$ cat src/rtl/snake_move_if.sv
// snake_move_if -- button inputs and game-status outputs of the snake move
// controller, bundled so the button logic, renderer and wall generator share
// one connection.
//   btn_up/down/left/right : single-cycle debounced direction pulses
//   btn_start              : single-cycle start/pause/restart pulse
//   head_x, head_y         : head square top-left corner (pixels)
//   dir                    : committed direction (0 up, 1 down, 2 left, 3 right)
//   state                  : 0 IDLE, 1 PLAY, 2 PAUSE, 3 DEAD
//   move_tick              : one-cycle pulse with each new head position
//   game_over              : high while in DEAD
//   score                  : successful moves, saturating at 255
// The master modport is the button/consumer side; the slave modport is the
// controller itself.
interface snake_move_if;
    logic       btn_up;
    logic       btn_down;
    logic       btn_left;
    logic       btn_right;
    logic       btn_start;
    logic [9:0] head_x;
    logic [9:0] head_y;
    logic [1:0] dir;
    logic [1:0] state;
    logic       move_tick;
    logic       game_over;
    logic [7:0] score;

    modport master (
        output btn_up, btn_down, btn_left, btn_right, btn_start,
        input  head_x, head_y, dir, state, move_tick, game_over, score
    );

    modport slave (
        input  btn_up, btn_down, btn_left, btn_right, btn_start,
        output head_x, head_y, dir, state, move_tick, game_over, score
    );
endinterface

$ cat src/rtl/snake_move_ctrl.sv
// snake_move_ctrl -- game sequencer for the VGA snake game. Runs the
// IDLE/PLAY/PAUSE/DEAD machine, divides clk down to the move tick, owns the
// head position and direction, and kills the game when the next head square
// would overlap the wall frame.
// Ports:
//   clk   : system/pixel clock
//   reset : asynchronous, active-high
//   bus   : snake_move_if.slave (buttons in, head/dir/state/tick/score out)
module snake_move_ctrl #(
    parameter int TICK_DIV  = 5_000_000,
    parameter int STEP      = 10,
    parameter int HEAD_SIZE = 10,
    parameter int START_X   = 320,
    parameter int START_Y   = 240,
    parameter int WALL_LO   = 31,
    parameter int WALL_X_HI = 610,
    parameter int WALL_Y_HI = 450
) (
    input  logic        clk,
    input  logic        reset,
    snake_move_if.slave bus
);

    localparam int CNT_W = $clog2(TICK_DIV);
    localparam logic [CNT_W-1:0] CNT_LAST  = CNT_W'(TICK_DIV - 1);
    localparam logic [CNT_W-1:0] CNT_ONE   = CNT_W'(1);
    localparam logic [10:0]      STEP_W    = 11'(STEP);
    localparam logic [10:0]      SIZE_M1_W = 11'(HEAD_SIZE - 1);
    localparam logic [10:0]      LO_W      = 11'(WALL_LO);
    localparam logic [10:0]      X_HI_W    = 11'(WALL_X_HI);
    localparam logic [10:0]      Y_HI_W    = 11'(WALL_Y_HI);
    localparam logic [9:0]       START_X_W = 10'(START_X);
    localparam logic [9:0]       START_Y_W = 10'(START_Y);

    typedef enum logic [1:0] {
        ST_IDLE  = 2'd0,
        ST_PLAY  = 2'd1,
        ST_PAUSE = 2'd2,
        ST_DEAD  = 2'd3
    } state_t;

    state_t         state_r;
    logic [9:0]     head_x_r;
    logic [9:0]     head_y_r;
    logic [1:0]     dir_r;
    logic [1:0]     pending_dir_r;
    logic [CNT_W-1:0] cnt_r;
    logic [7:0]     score_r;
    logic           move_tick_r;
    logic           game_over_r;

    logic           press_valid_s;
    logic [1:0]     press_dir_s;
    logic           accept_s;
    logic [10:0]    nx_s;
    logic [10:0]    ny_s;
    logic           collide_s;

    // True when a head square at (x, y) overlaps the wall frame. The sums wrap
    // in 11 bits, which is wide enough for every reachable head position.
    function automatic logic hits_wall(input logic [10:0] x, input logic [10:0] y);
        hits_wall = (x < LO_W) || ((x + SIZE_M1_W) >= X_HI_W) ||
                    (y < LO_W) || ((y + SIZE_M1_W) >= Y_HI_W);
    endfunction

    // Priority pick among simultaneous direction buttons: up > down > left > right.
    always_comb begin
        press_valid_s = 1'b0;
        press_dir_s   = 2'd3;
        if (bus.btn_up) begin
            press_valid_s = 1'b1;
            press_dir_s   = 2'd0;
        end else if (bus.btn_down) begin
            press_valid_s = 1'b1;
            press_dir_s   = 2'd1;
        end else if (bus.btn_left) begin
            press_valid_s = 1'b1;
            press_dir_s   = 2'd2;
        end else if (bus.btn_right) begin
            press_valid_s = 1'b1;
            press_dir_s   = 2'd3;
        end else begin
            press_valid_s = 1'b0;
            press_dir_s   = 2'd3;
        end
    end

    // Opposite directions differ only in bit 0, so a reversal is dir ^ 1; a
    // rejected winner also blocks the lower-priority buttons.
    assign accept_s = press_valid_s && (press_dir_s != (dir_r ^ 2'd1));

    // Candidate next head position along the pending direction.
    always_comb begin
        nx_s = {1'b0, head_x_r};
        ny_s = {1'b0, head_y_r};
        case (pending_dir_r)
            2'd0:    ny_s = {1'b0, head_y_r} - STEP_W;
            2'd1:    ny_s = {1'b0, head_y_r} + STEP_W;
            2'd2:    nx_s = {1'b0, head_x_r} - STEP_W;
            2'd3:    nx_s = {1'b0, head_x_r} + STEP_W;
            default: begin
                nx_s = {1'b0, head_x_r};
                ny_s = {1'b0, head_y_r};
            end
        endcase
    end

    assign collide_s = hits_wall(nx_s, ny_s);

    // Game state machine, tick divider, head/direction/score registers.
    always_ff @(posedge clk or posedge reset) begin
        if (reset) begin
            state_r       <= ST_IDLE;
            head_x_r      <= START_X_W;
            head_y_r      <= START_Y_W;
            dir_r         <= 2'd3;
            pending_dir_r <= 2'd3;
            cnt_r         <= '0;
            score_r       <= 8'd0;
            move_tick_r   <= 1'b0;
            game_over_r   <= 1'b0;
        end else begin
            move_tick_r <= 1'b0;
            case (state_r)
                ST_IDLE: begin
                    if (accept_s) pending_dir_r <= press_dir_s;
                    if (bus.btn_start) begin
                        state_r <= ST_PLAY;
                        cnt_r   <= '0;
                    end
                end
                ST_PLAY: begin
                    if (accept_s) pending_dir_r <= press_dir_s;
                    // Pause beats a coincident terminal count; the counter
                    // holds so the move happens right after resume.
                    if (bus.btn_start) begin
                        state_r <= ST_PAUSE;
                    end else if (cnt_r == CNT_LAST) begin
                        cnt_r <= '0;
                        if (collide_s) begin
                            state_r     <= ST_DEAD;
                            game_over_r <= 1'b1;
                        end else begin
                            head_x_r    <= nx_s[9:0];
                            head_y_r    <= ny_s[9:0];
                            dir_r       <= pending_dir_r;
                            move_tick_r <= 1'b1;
                            if (score_r != 8'd255) score_r <= score_r + 8'd1;
                        end
                    end else begin
                        cnt_r <= cnt_r + CNT_ONE;
                    end
                end
                ST_PAUSE: begin
                    if (accept_s) pending_dir_r <= press_dir_s;
                    if (bus.btn_start) state_r <= ST_PLAY;
                end
                ST_DEAD: begin
                    if (bus.btn_start) begin
                        state_r       <= ST_IDLE;
                        head_x_r      <= START_X_W;
                        head_y_r      <= START_Y_W;
                        dir_r         <= 2'd3;
                        pending_dir_r <= 2'd3;
                        cnt_r         <= '0;
                        score_r       <= 8'd0;
                        game_over_r   <= 1'b0;
                    end
                end
                default: begin
                    state_r     <= ST_IDLE;
                    game_over_r <= 1'b0;
                end
            endcase
        end
    end

    assign bus.head_x    = head_x_r;
    assign bus.head_y    = head_y_r;
    assign bus.dir       = dir_r;
    assign bus.state     = state_r;
    assign bus.move_tick = move_tick_r;
    assign bus.game_over = game_over_r;
    assign bus.score     = score_r;

endmodule

$ cat src/flat_wrapper.sv
// flat-port wrapper written by rule: the top's interface ports become plain ports
module snake_move_ctrl_flat 
#(
    parameter int TICK_DIV  = 5_000_000,
    parameter int STEP      = 10,
    parameter int HEAD_SIZE = 10,
    parameter int START_X   = 320,
    parameter int START_Y   = 240,
    parameter int WALL_LO   = 31,
    parameter int WALL_X_HI = 610,
    parameter int WALL_Y_HI = 450
)
  (clk, reset, bus_btn_up, bus_btn_down, bus_btn_left, bus_btn_right, bus_btn_start, bus_head_x, bus_head_y, bus_dir, bus_state, bus_move_tick, bus_game_over, bus_score);
  snake_move_if bus_i ();
  input  logic clk;
  input  logic reset;
  input wire logic [$bits(bus_i.btn_up)-1:0] bus_btn_up;
  input wire logic [$bits(bus_i.btn_down)-1:0] bus_btn_down;
  input wire logic [$bits(bus_i.btn_left)-1:0] bus_btn_left;
  input wire logic [$bits(bus_i.btn_right)-1:0] bus_btn_right;
  input wire logic [$bits(bus_i.btn_start)-1:0] bus_btn_start;
  output wire logic [$bits(bus_i.head_x)-1:0] bus_head_x;
  output wire logic [$bits(bus_i.head_y)-1:0] bus_head_y;
  output wire logic [$bits(bus_i.dir)-1:0] bus_dir;
  output wire logic [$bits(bus_i.state)-1:0] bus_state;
  output wire logic [$bits(bus_i.move_tick)-1:0] bus_move_tick;
  output wire logic [$bits(bus_i.game_over)-1:0] bus_game_over;
  output wire logic [$bits(bus_i.score)-1:0] bus_score;
  assign bus_i.btn_up = bus_btn_up;
  assign bus_i.btn_down = bus_btn_down;
  assign bus_i.btn_left = bus_btn_left;
  assign bus_i.btn_right = bus_btn_right;
  assign bus_i.btn_start = bus_btn_start;
  assign bus_head_x = bus_i.head_x;
  assign bus_head_y = bus_i.head_y;
  assign bus_dir = bus_i.dir;
  assign bus_state = bus_i.state;
  assign bus_move_tick = bus_i.move_tick;
  assign bus_game_over = bus_i.game_over;
  assign bus_score = bus_i.score;
  snake_move_ctrl #(.TICK_DIV(TICK_DIV), .STEP(STEP), .HEAD_SIZE(HEAD_SIZE), .START_X(START_X), .START_Y(START_Y), .WALL_LO(WALL_LO), .WALL_X_HI(WALL_X_HI), .WALL_Y_HI(WALL_Y_HI)) u_core (.clk(clk), .reset(reset), .bus(bus_i));
endmodule
$ cat config.mk
export PLATFORM = sky130hd
export DESIGN_NAME = snake_move_ctrl_flat
export DESIGN_NICKNAME = d
export VERILOG_FILES = /design/src/rtl/snake_move_if.sv /design/src/rtl/snake_move_ctrl.sv /design/src/flat_wrapper.sv
export SDC_FILE = /design/constraint.sdc
export NUM_CORES = 1
export LEC_CHECK = 0
export BUFFER_PORTS_ARGS = -buffer_cell sky130_fd_sc_hd__buf_2
export CAP_MARGIN = 5
export CELL_PAD_IN_SITES_DETAIL_PLACEMENT = 1
export CELL_PAD_IN_SITES_GLOBAL_PLACEMENT = 2
export CORE_UTILIZATION = 30
export DETAILED_ROUTE_END_ITERATION = 7
export PLACE_DENSITY_LB_ADDON = 0.1
export SYNTH_ARGS = -nofsm -noshare
export SYNTH_HDL_FRONTEND = slang
export SYNTH_SLANG_ARGS = --single-unit
$ cat constraint.sdc
create_clock -name clk -period 4.7 [get_ports clk]
set_clock_uncertainty 0.1 [all_clocks]
set_input_delay 0.235 -clock clk [delete_from_list [all_inputs] [get_ports clk]]
set_output_delay 0.235 -clock clk [all_outputs]
set_load 0.01 [all_outputs]
# Word level (Yosys, flattened, before mapping)
# Index checks and enable logic that the tools add are counted.
dict set report classes {
  bitwise_logic 1
  shifts 0
  muxes 51
  reduce_logical 17
  n_mul 0
  n_div 0
  eq_ne 20
  addsub 8
  magnitude_cmp 4
}
# operator n
set op_table {}
lappend op_table {{10-bit two-way mux} 8}
lappend op_table {{23-bit two-way mux} 3}
lappend op_table {{23-bit case mux with 2 select lines} 1}
lappend op_table {{11-bit case mux with 2 select lines} 2}
lappend op_table {{8-bit two-way mux} 5}
lappend op_table {{10-bit case mux with 2 select lines} 2}
lappend op_table {{2-bit two-way mux} 12}
lappend op_table {{23-bit by 1-bit adder with 23-bit output (second input constant)} 1}
lappend op_table {{23-bit == test (second input constant)} 1}
lappend op_table {{10-bit by 4-bit adder with 11-bit output (second input constant)} 2}
lappend op_table {{11-bit by 4-bit adder with 11-bit output (second input constant)} 2}
lappend op_table {{11-bit by 5-bit less-than comparator with 1-bit output (second input constant)} 2}
lappend op_table {{10-bit by 4-bit subtractor with 11-bit output (second input constant)} 2}
lappend op_table {{8-bit case mux with 2 select lines} 1}
lappend op_table {{1-bit two-way mux} 13}
lappend op_table {{2-bit by 1-bit != test with 1-bit output (second input constant)} 6}
lappend op_table {{11-bit by 10-bit >= comparator with 1-bit output (second input constant)} 1}
lappend op_table {{11-bit by 9-bit >= comparator with 1-bit output (second input constant)} 1}
lappend op_table {{5-bit AND reduction} 2}
lappend op_table {{8-bit by 1-bit adder with 8-bit output (second input constant)} 1}
lappend op_table {{2-bit == test (second input constant)} 4}
lappend op_table {{8-bit != test (second input constant)} 1}
lappend op_table {{2-bit case mux with 2 select lines} 2}
lappend op_table {{2-bit != test (second input constant)} 3}
lappend op_table {{16 further kinds} 23}
dict set report word_totals {
  romBits 0
  output_inout_bits 34
  inputBits 7
  mem_bits_rw 0
  elab_cells 110
  latchBits 0
  ff_bits 59
  n_memories 0
}

# Longest topological paths before layout
# Gate-level depths: netlist (run 1).
dict set report logic_depth {
  ltp_word 11
  depth_mapped 16
  depth_no_buf 14
}

# Worst setup path before layout (run 1)
# Ideal clock, no wire load.
dict set report synth_path {
  path_kind {flip-flop to flip-flop}
  startpoint {register u_core.pending_dir_r[1]}
  endpoint {register u_core.head_x_r[2] (netlist: u_core.bus.head_x[2])}
  synth_period_minus_slack_ns 3.948
  path_buffers 2
  arrival_time_ns 3.722
  setup_time_ns 0.126
  path_stages_with_launch 17
  required_ns 4.474
  path_slack_ns 0.752
  cell_sequence {dfstp_2 buf_2 inv_1 nand2_1 inv_1 ha_1 nor2b_1 o31a_1 or4_1 nand3_2 nand2_1 or4_1 o21ai_2 nand4_4 buf_6 mux2i_1 o22ai_1}
}
dict set report synth_via {
  elab_chain_cells 9
  word_cells_on_any_way 21
  cone_classes {add/sub: 2; order compare: 4; eq/ne: 4; mux: 6; reduce/logical: 5}
}
# item line_no
set synth_lines {}
lappend synth_lines {{start: declaration} snake_move_ctrl.sv:46} ;# logic [1:0] pending_dir_r;
lappend synth_lines {{start signal: assignment} snake_move_ctrl.sv:126} ;# if (accept_s) pending_dir_r <= press_dir_s;
lappend synth_lines {{start signal: assignment} snake_move_ctrl.sv:133} ;# if (accept_s) pending_dir_r <= press_dir_s;
lappend synth_lines {{start signal: assignment} snake_move_ctrl.sv:155} ;# if (accept_s) pending_dir_r <= press_dir_s;
lappend synth_lines {{2-bit == test} snake_move_ctrl.sv:96} ;# case (pending_dir_r)
lappend synth_lines {{11-bit case mux with 2 select lines} snake_move_ctrl.sv:96}
lappend synth_lines {{11-bit by 4-bit adder with 11-bit output} snake_move_ctrl.sv:62} ;# hits_wall = (x < LO_W) || ((x + SIZE_M1_W) >= X_HI_W) ||
lappend synth_lines {{11-bit by 10-bit >= comparator with 1-bit output} snake_move_ctrl.sv:62}
lappend synth_lines {{1-bit logical OR (2 in series)} snake_move_ctrl.sv:62}
lappend synth_lines {{1-bit logical OR} snake_move_ctrl.sv:63} ;# (y < LO_W) || ((y + SIZE_M1_W) >= Y_HI_W);
lappend synth_lines {{2-bit != test (no line)} n/a}
lappend synth_lines {{5-bit AND reduction (no line)} n/a}
lappend synth_lines {{end signal: assignment} snake_move_ctrl.sv:144} ;# head_x_r <= nx_s[9:0];
lappend synth_lines {{end: declaration} snake_move_ctrl.sv:43} ;# logic [9:0] head_x_r;
# Several ways; a longest one is shown, not always the timed one. The select of a mux whose other input is x is not followed.
# A chain may end at the register's enable or synchronous reset.

# Worst setup path in the final report (run 1)
dict set report layout_path {
  startpoint {register u_core.pending_dir_r[0]}
  endpoint {register u_core.head_y_r[4] (netlist: u_core.bus.head_y[4])}
}
dict set report layout_via {
  elab_chain_cells 9
  word_cells_on_any_way 21
  cone_classes {add/sub: 2; order compare: 4; eq/ne: 4; mux: 6; reduce/logical: 5}
}
# item line_no
set layout_lines {}
lappend layout_lines {{2-bit == test} snake_move_ctrl.sv:96}
lappend layout_lines {{11-bit case mux with 2 select lines} snake_move_ctrl.sv:96}
lappend layout_lines {{11-bit by 4-bit adder with 11-bit output} snake_move_ctrl.sv:62}
lappend layout_lines {{11-bit by 10-bit >= comparator with 1-bit output} snake_move_ctrl.sv:62}
lappend layout_lines {{1-bit logical OR (2 in series)} snake_move_ctrl.sv:62}
lappend layout_lines {{1-bit logical OR} snake_move_ctrl.sv:63}
lappend layout_lines {{2-bit != test (no line)} n/a}
lappend layout_lines {{5-bit AND reduction (no line)} n/a}
lappend layout_lines {{end signal: assignment} snake_move_ctrl.sv:145} ;# head_y_r <= ny_s[9:0];
lappend layout_lines {{end: declaration} snake_move_ctrl.sv:44} ;# logic [9:0] head_y_r;
# Several ways; a longest one is shown, not always the timed one. The select of a mux whose other input is x is not followed.

==> results.cfg, run 1 <==
[worst_setup_path]
worst-endpoint-required_ns = 4.86
timing.rr.start = u_core.pending_dir_r[0]
timing.reg2reg.worst_path_depth = 14
critical_path.startpoint = u_core.pending_dir_r[0]
cp.arrival_ns = 4.53
critical_path_peak_fanout = 19
worstSetupStartpointType = register
timing.setup.critical_path_class = register to register
end_kind = register

[global_route]
grt_max_degree = 58
grt_overflow_total = 0
grt_antenna_before_repair = 0
gr-usage-all-layers_pct = 18.5
grt_pass1_wl_mm = 21.2
grt_pass1_vias = 4167

[sta]
final_min_period_over_clock_period_pct = 93.1
finalSetupTns_ns = 0
finalCriticalPeriod_ns = 4.38
hold_viol = 0
worst_slack_ns = 0.322
timing_max_transition_violations_final = 0
count_of_final_setup_violators = 0
timing.slew.headroom_pct = 27.9
max_slew.worst_pin.slew_ns = 1.08
maximum_frequency_from_static_timing_analysis_mhz = 228
rsz0062_at_grt = false

[floorplan]
design.portCount = 41
fp.dieH_um = 121
chipWidth_um = 121
die-area_sq_um = 14700
fp-row-count = 43
floorplan.initialDensity_pct = 30.8
coreArea_sq_um = 13900

[finish]
fin_nets = 579
num_antenna_cells = 0
leading_cell_type_in_the_layout_fill_and_taps_excluded = sky130_fd_sc_hd__nor2_1
layout-drive-gt1-share_pct = 16.5
layout.cells.most_common_list = 57 x sky130_fd_sc_hd__nor2_1, 47 x sky130_fd_sc_hd__dfrtp_1, 38 x sky130_fd_sc_hd__buf_2
area_growth_pct = 17.3
fill_cells = 1637

[power]
largest_voltage_drop_on_the_vdd_net_mv = 0.193
power_density_nw_per_um2 = 708
power.static_leakage_nw = 2.25

[clock_network]
worstSkewPairLatency_ns = 0.33
postCtsSetupRepairBufs = 0
clockRootBuffer = sky130_fd_sc_hd__clkbuf_16
max-clock-path-buffers = 2
cts_tree = yes
cts-buffers-inserted = 9
cts-htree-levels = 3
cts-resized-gates = 0
cts_hold_buf = 0
count_of_clock_tree_sinks = 57
cts.reportedPaths.clkPinSlew_ns = 0.05

[yosys]
seq_area_frac_synth_pct = 33.6
netlist_area_sq_um = 4280
dominantRegCellSynth = sky130_fd_sc_hd__dfrtp_1
synth_top_area_share_pct = 27.5
netlist-cell-type-count = 66
netlist.top_cell.by_area = sky130_fd_sc_hd__dfrtp_1
synth_seq_cells = 57
ys_warn_count = 0
synthesis.area_per_instance_sq_um = 8.42
number_of_enable_flip_flop_cells_after_synthesis = 0
synth.top_cells.by_area = sky130_fd_sc_hd__dfrtp_1 28%, sky130_fd_sc_hd__ha_1 6.4%, sky130_fd_sc_hd__dfstp_2 6.1%, sky130_fd_sc_hd__nor2_1 5.0%, sky130_fd_sc_hd__a21oi_1 3.7%
async_flop_share_pct = 100
syn-instance-count = 508

[routing]
post-route-drc-count = 0
routed_wirelength_mm = 12.9
dr_total_vias = 3987
avgRoutedWirePerCell_um = 17.6
detailedRoute.firstPassIterationCount = 4
drtIter0Drc = 180
antenna_left = 0
vias_per_cell = 5.44

[placement]
place.port_buffers = 38
detailed_place_hpwl_mm = 9.77
gp_routability_congestion = 0.827
dp_worst_setup_slack_ns = 0.330

[run]
max-cap-violations = 0

[run_status]
status = finished, final reports clean

[worst_hold_path]
min-delay-path-class = input port to async pin
[critical path, cell delays in order (launching register included)]
cell and delay [ns]:
sky130_fd_sc_hd__dfstp_2 0.64, sky130_fd_sc_hd__nand2_1 0.10, sky130_fd_sc_hd__buf_4 0.18, sky130_fd_sc_hd__ha_1 0.35, sky130_fd_sc_hd__or2_2 0.31, sky130_fd_sc_hd__a21oi_1 0.26
sky130_fd_sc_hd__a2111oi_0 0.11, sky130_fd_sc_hd__a211oi_1 0.32, sky130_fd_sc_hd__nand2_1 0.08, sky130_fd_sc_hd__or4_1 0.54, sky130_fd_sc_hd__o21ai_2 0.29, sky130_fd_sc_hd__nand4_4 0.34
sky130_fd_sc_hd__buf_4 0.30, sky130_fd_sc_hd__nand2b_4 0.16, sky130_fd_sc_hd__o22a_1 0.20
[power breakdown]
part / switching (mW) / internal (mW) / total [mW]
logic: 1.24 / 0.814 / 2.06
registers: 0.129 / 0.608 / 0.737
clock network: 0.229 / 0.529 / 0.758
total: 1.60 / 1.95 / 3.55
[flip-flops by register name, summed over array words and instances (netlist names)]
signal,cells
u_core.bus.dir,2
u_core.bus.state,2
u_core.bus.head_x,9
u_core.bus.move_tick,1
u_core.bus.score,8
u_core.bus.head_y,9
u_core.pending_dir_r,2
u_core.cnt_r,23
u_core.bus.game_over,1
[through the flow]
step / hold slack, ns / power (mW) / utilization (%) / area (sq um) / cells
3_5_place_dp: 0.396 / 2.81 / 33.7 / 4670 / 717
4_1_cts: 0.0558 / 3.59 / 36.1 / 5020 / 733
6_report: 0.0285 / 3.55 / 36.1 / 5020 / 733
2_1_floorplan: 0.306 / 2.18 / - / 4280 / 509
5_1_grt: 0.0933 / 3.82 / 36.1 / 5020 / 733
3_3_place_gp: 0.398 / 2.78 / 33.7 / 4670 / 717
[final timing paths]
path	slack [ns]	to
worst min register to register	0.40	u_core.cnt_r[22]
worst max-delay path	0.32	u_core.bus.head_y[4]
worst max register to register	0.32	u_core.bus.head_y[4]
max in group asynchronous	3.97	u_core.bus.score[3]
min in group clk	0.12	u_core.pending_dir_r[0]
worst min-delay path	0.03	u_core.cnt_r[4]
[synthesized netlist by cell type, drive strengths merged, types with 6 or more instances]
cell type and n:
nor2 57, a211oi 7, a21oi 32, xor2 10, mux2i 12, dfrtp 47, nand3 30, dfstp 10
xnor2 11, nand2b 11, nand4 8, o21a 6, ha 22, buf 11, inv 25, o211ai 6
o21ai 30, or2 8, o22ai 6, nand2 37, clkbuf 10, and3 9, nor3 12, and2 9
[final cells by class]
class / instances / area [sq um] / share of cell area, %
multi-input combinational: 406 / 2640 / 52.7
sequential: 57 / 1440 / 28.7
timing repair buffer: 49 / 273 / 5.44
clock buffer: 10 / 239 / 4.76
tap: 180 / 225 / 4.49
clock inverter: 6 / 105 / 2.10
inverter: 25 / 93.8 / 1.87
[layer usage]
layer	vias up	track usage, %	share of wire, %
met5	-	0	0
met4	0	8.80	2.8
met3	26	1.79	1.7
met2	48	32.2	50
met1	1978	22.9	46
li1	1935	-	-
[kinds of logic (layout without fill, tap and decap cells)]
family / count (synthesis) / count (layout) / synth area share [%]
simple gates: 213 / 213 / 26.1
buf+inv: 46 / 90 / 4.68
flops: 57 / 57 / 33.6
mux: 15 / 15 / 3.69
compound gates: 130 / 130 / 19.9
fa+ha+maj: 25 / 25 / 7.61
other cells: 1 / 2 / 0.0877
xor+xnor: 21 / 21 / 4.30
(Power assumes the default switching activity.)
==> run 2: changes to the inputs <==
REMOVE_ABC_BUFFERS = 1   (was not set)
SKIP_CTS_REPAIR_TIMING = 1   (was not set)
==> run 2 against run 1 <==
Effect of this change: final area fell by 0.17%; die area did not move; count of clock-buffer cells in the layout rose by 2; flip-flop and latch count did not move; critical endpoint unchanged; setup slack improved by 0.061 ns; combinational power fell by 3%; power fell by 0.86%; sequential share of layout area rose by 0.050 points; via count fell by 1.9%; final cell count fell by 0.41%; largest power group unchanged; fmax rose by 1.4%.
==> results.cfg, run 2 (synthesized netlist as in run 1, its figures left out) <==
[run_status]
status = finished, final reports clean

[worst_setup_path]
cp_slowest_stage_delay_ns = 0.66
path_cells = nand2_1 -> ha_1 -> a211oi_1 -> a211oi_1 -> o32ai_1 -> or4_1 -> o21ai_0 -> mux2i_1 -> nand4_4 -> buf_4 -> nand2b_4 -> o22a_1
worst-endpoint-required_ns = 4.85
timing.critical_path.slowest_stage_cell = sky130_fd_sc_hd__dfstp_2
timing.reg2reg.worst_path_depth = 12
end_kind = register
timing.setup.critical_path_class = register to register
crit-reg2reg-capture = u_core.bus.head_y[4]
timing.critical_path.mode_cell = sky130_fd_sc_hd__a211oi_1
timing.rr.start = u_core.pending_dir_r[1]
cp.arrival_ns = 4.47
crit_end = u_core.bus.head_y[4]
critical_path_peak_fanout = 16
rrSetupSlack_ns = 0.38
worstSetupStartpointType = register
critical_path.startpoint = u_core.pending_dir_r[1]

[finish]
multi_input_comb_area_sq_um = 2640
seqCellArea_sq_um = 1440
layout-drive-gt1-share_pct = 16.0
area_growth_pct = 17.1
largest_reg_flops = 23
num_antenna_cells = 0
final_core_utilization_pct = 36.1
layout.cells.most_common_list = 57 x sky130_fd_sc_hd__nor2_1, 47 x sky130_fd_sc_hd__dfrtp_1, 38 x sky130_fd_sc_hd__buf_2
max_flop_register = u_core.cnt_r
fill_cells = 1693
fin_nets = 576
leading_cell_type_in_the_layout_fill_and_taps_excluded = sky130_fd_sc_hd__nor2_1

[clock_network]
max-clock-path-buffers = 2
cts-htree-levels = 3
cts_tree = yes
cts.reportedPaths.clkPinSlew_ns = 0.05
worstSkewPairLatency_ns = 0.33
clockRootBuffer = sky130_fd_sc_hd__clkbuf_16
count_of_clock_tree_sinks = 57
cts-buffers-inserted = 9

[global_route]
grt_pass1_wl_mm = 20.8
grt_max_degree = 58
globalRouteMet2Util_pct = 29.2
met3_track_demand_over_resource_in_global_routing_pct = 2.68
groute.layer.met1.usage_pct = 25.2
grt_pass1_vias = 3975
grt_antenna_before_repair = 0
grt_overflow_total = 0
gr-usage-all-layers_pct = 18.1
busiest_layer = met2

[power]
largest_voltage_drop_on_the_vdd_net_mv = 0.235
power.static_leakage_nw = 2.23
power_density_nw_per_um2 = 703

[sta]
maximum_frequency_from_static_timing_analysis_mhz = 232
count_of_final_setup_violators = 0
max_slew.worst_pin.slew_ns = 1.04
final_min_period_over_clock_period_pct = 91.8
timing.slew.headroom_pct = 30.1
rsz0062_at_grt = false
finalCriticalPeriod_ns = 4.32
worst_slack_ns = 0.383
hold_viol = 0
finalSetupTns_ns = 0
timing_max_transition_violations_final = 0

[floorplan]
die-area_sq_um = 14700
floorplan.initialDensity_pct = 30.8
coreArea_sq_um = 13900
fp.dieH_um = 121
fp-row-count = 43
chipWidth_um = 121
design.portCount = 41

[routing]
vias_per_cell = 5.36
detailedRoute.firstPassIterationCount = 4
avgRoutedWirePerCell_um = 17.4
post-route-drc-count = 0
dr_total_vias = 3911
antenna_left = 0
drtIter0Drc = 158
routed_wirelength_mm = 12.7

[worst_hold_path]
min-delay-path-class = input port to async pin

[run]
max-cap-violations = 0

[placement]
gp_routability_congestion = 0.799
detailed_place_hpwl_mm = 9.76
dp_worst_setup_slack_ns = 0.358
place.port_buffers = 38
run 2: worst min-delay path by stage:
stage	from	to	slack [ns]	cells after the start
2_1_floorplan	bus_btn_up	u_core.pending_dir_r[1]	0.31	2
3_3_place_gp	reset	u_core.cnt_r[18]	0.39	3
3_5_place_dp	reset	u_core.cnt_r[18]	0.40	3
4_1_cts	reset	u_core.cnt_r[16]	0.05	3
5_1_grt	reset	u_core.cnt_r[16]	0.08	3
6_report	reset	u_core.cnt_r[20]	0.02	3
run 2: report_power, final:
part           switching [mW]  internal (mW)  leakage (nW)  total (mW)
logic                    1.21          0.794          1.31        2.00
registers               0.141          0.608         0.754       0.749
clock network           0.226          0.547         0.173       0.773
total                    1.57           1.95          2.23        3.52
run 2: stage by stage:
stage	total power, mW	hold slack, ns	instances	cell area (sq um)
2_1_floorplan	2.15	0.306	488	4170
3_3_place_gp	2.74	0.388	714	4650
3_5_place_dp	2.76	0.402	714	4650
4_1_cts	3.56	0.0482	730	5000
5_1_grt	3.82	0.0829	730	5010
6_report	3.52	0.0173	730	5010
run 2: area by class of cell:
type                    instances  share of cell area [%]
multi-input cells             406                    52.8
flip-flops and latches         57                    28.7
clock buffers                  12                    5.12
repair buffers                 46                    5.00
well taps                     180                    4.50
clock inverters                 4                    1.97
inverters                      25                    1.87
run 2: layer usage:
layer / wire length [um] / part of all wire [%]
met3: 304 / 2.4
met5: 0 / 0
met1: 6370 / 50
met2: 5900 / 46
met4: 109 / 0.86
run 2: critical path, delay by kind of cell (launching register included):
family	cells	cell delay, ns
adder cells (fa/ha/maj)	1	0.42
AND/OR/NAND/NOR	4	1.01
flip-flops	1	0.66
multiplexers	1	0.37
AO/OA/AOI/OAI	5	1.39
buffers and inverters	1	0.29
==> run 3: changes to the inputs <==
clock period = 3.5 ns   (was 4.7 ns; I/O delays follow)
==> run 3 against run 2 <==
Effect of this change: the flow now finishes with violations (hold timing, setup timing); register-to-register slack got worse by 0.61 ns; fmax rose by 16%; non-clock buffer count rose by 88; critical path type unchanged; wire length rose by 13%; sequential share of layout area fell by 5.0 points; core utilization rose by 7.6 points; power rose by 71%; final area rose by 21%; count of clock-buffer cells in the layout rose by 2.
==> results.cfg, run 3 (synthesized netlist as in run 1, its figures left out) <==
[placement]
place.port_buffers = 38
gp_routability_congestion = 0.860
post-place-cells = 798
detailed_place_hpwl_mm = 10.7

[finish]
max_flop_register = u_core.cnt_r
num_antenna_cells = 0
area_growth_pct = 41.7
layout.cells.most_common_list = 87 x sky130_fd_sc_hd__buf_4, 55 x sky130_fd_sc_hd__nor2_1, 47 x sky130_fd_sc_hd__dfrtp_1
finished_layout_cells = 818
layout-drive-gt1-share_pct = 37.1
fin_nets = 664
largest_reg_flops = 23
final_core_utilization_pct = 43.6
leading_cell_type_in_the_layout_fill_and_taps_excluded = sky130_fd_sc_hd__buf_4

[power]
largest_voltage_drop_on_the_vdd_net_mv = 0.296
power_density_nw_per_um2 = 996
power.static_leakage_nw = 2.71

[routing]
post-route-drc-count = 0
avgRoutedWirePerCell_um = 17.5
dr_total_vias = 4367
vias_per_cell = 5.34
routed_wirelength_mm = 14.3
antenna_left = 0
detailedRoute.firstPassIterationCount = 4
drtIter0Drc = 216

[global_route]
grt_overflow_total = 0
grt_antenna_before_repair = 0
grt_pass1_wl_mm = 23.1
grt_pass1_vias = 4578
gr-usage-all-layers_pct = 19.9
grt_max_degree = 48

[floorplan]
fp.dieH_um = 121
fp-row-count = 43
design.portCount = 41
floorplan.initialDensity_pct = 30.8
die-area_sq_um = 14700
coreArea_sq_um = 13900
chipWidth_um = 121

[sta]
finalSetupTns_ns = -4.35
count_of_final_setup_violators = 29
rsz0062_at_grt = true
max_slew.worst_pin.slew_ns = 1.03
timing.slew.headroom_pct = 31.3
worst_slack_ns = -0.228
timing_max_transition_violations_final = 0
finalCriticalPeriod_ns = 3.73
final_min_period_over_clock_period_pct = 107
hold_viol = 8
hold_slack_ns = -0.00263
maximum_frequency_from_static_timing_analysis_mhz = 268

[run_status]
violations = hold timing, setup timing
status = complete, but fails checks

[worst_setup_path]
end_kind = register
cp.arrival_ns = 3.89
critical_path_peak_fanout = 7
worst-endpoint-required_ns = 3.66
timing.setup.critical_path_class = register to register
worstSetupStartpointType = register

[clock_network]
cts-htree-levels = 3
cts-buffers-inserted = 9
worstSkewPairLatency_ns = 0.33
max-clock-path-buffers = 2
clockRootBuffer = sky130_fd_sc_hd__clkbuf_16
cts.reportedPaths.clkPinSlew_ns = 0.05
count_of_clock_tree_sinks = 57
cts_tree = yes

[run]
max-cap-violations = 0

[worst_hold_path]
min-delay-path-class = input port to async pin
==> run 3: cell types whose count changed in the layout (fill, tap and decap cells not counted), moves of 8 or more <==
cell                      previous run  this run
sky130_fd_sc_hd__ha_4                0         8
sky130_fd_sc_hd__a21oi_1            32        22
sky130_fd_sc_hd__ha_1               21        13
sky130_fd_sc_hd__buf_4               8        87
sky130_fd_sc_hd__a21oi_2             0        10
sky130_fd_sc_hd__o21ai_0            26        18
==> run 3: path summary, 6_finish.rpt <==
check | slack, ns | end | depth (start not counted) | startpoint
max reg2reg | -0.23 | u_core.bus.head_y[4] | 15 | u_core.pending_dir_r[0]
max | -0.23 | u_core.bus.head_y[4] | 15 | u_core.pending_dir_r[0]
min | -0.003 | u_core.bus.head_y[3] | 2 | reset
max in group asynchronous | 2.57 | u_core.bus.state[1] | 3 | reset
min in group clk | 0.11 | u_core.pending_dir_r[1] | 3 | bus_btn_up
min reg2reg | 0.43 | u_core.bus.game_over | 2 | u_core.bus.game_over
==> run 3: metrics by stage <==
stage	power (mW)	worst slack [ns]	cell area [sq um]
2_1_floorplan	2.88	-1.02	4170
3_3_place_gp	4.51	-0.374	5310
3_5_place_dp	4.57	-0.458	5310
4_1_cts	5.48	-0.476	5600
5_1_grt	6.50	-0.458	6060
6_report	6.03	-0.228	6060
==> run 3: layer usage <==
layer / global-route usage [%] / vias to the layer above / part of all wire [%]
met5: 0 / - / 0
li1: - / 2092 / -
met3: 3.01 / 13 / 2.2
met1: 26.4 / 2213 / 47
met4: 5.86 / 0 / 1.1
met2: 33.3 / 49 / 50
==> run 3: final cells by class <==
cell class                 instances  area, sq um
multi-input combinational        406         3040
sequential                        57         1440
clock inverter                     2         10.0
fill                            1662         7820
clock buffer                      14          284
tap                              180          225
inverter                          25         93.8
timing repair buffer             134          966
==> run 3: worst max-delay path, stage by stage, from the launching register on <==
cell and delay [ns]:
sky130_fd_sc_hd__dfstp_2 0.53, sky130_fd_sc_hd__nand2_2 0.06, sky130_fd_sc_hd__buf_4 0.16, sky130_fd_sc_hd__ha_1 0.30
sky130_fd_sc_hd__buf_4 0.13, sky130_fd_sc_hd__o211ai_1 0.13, sky130_fd_sc_hd__o21a_1 0.26, sky130_fd_sc_hd__and2_4 0.19
sky130_fd_sc_hd__o21ai_2 0.14, sky130_fd_sc_hd__mux2i_1 0.11, sky130_fd_sc_hd__or4_4 0.56, sky130_fd_sc_hd__o21ai_4 0.22
sky130_fd_sc_hd__nand4_4 0.21, sky130_fd_sc_hd__buf_6 0.20, sky130_fd_sc_hd__nand2b_4 0.16, sky130_fd_sc_hd__o22a_1 0.20
==> run 3: report_power, final <==
| part | switching (mW) | internal, mW | total [mW] |
|---|---|---|---|
| clock network | 0.296 | 0.553 | 0.850 |
| registers | 0.133 | 0.815 | 0.948 |
| logic | 2.20 | 2.04 | 4.24 |
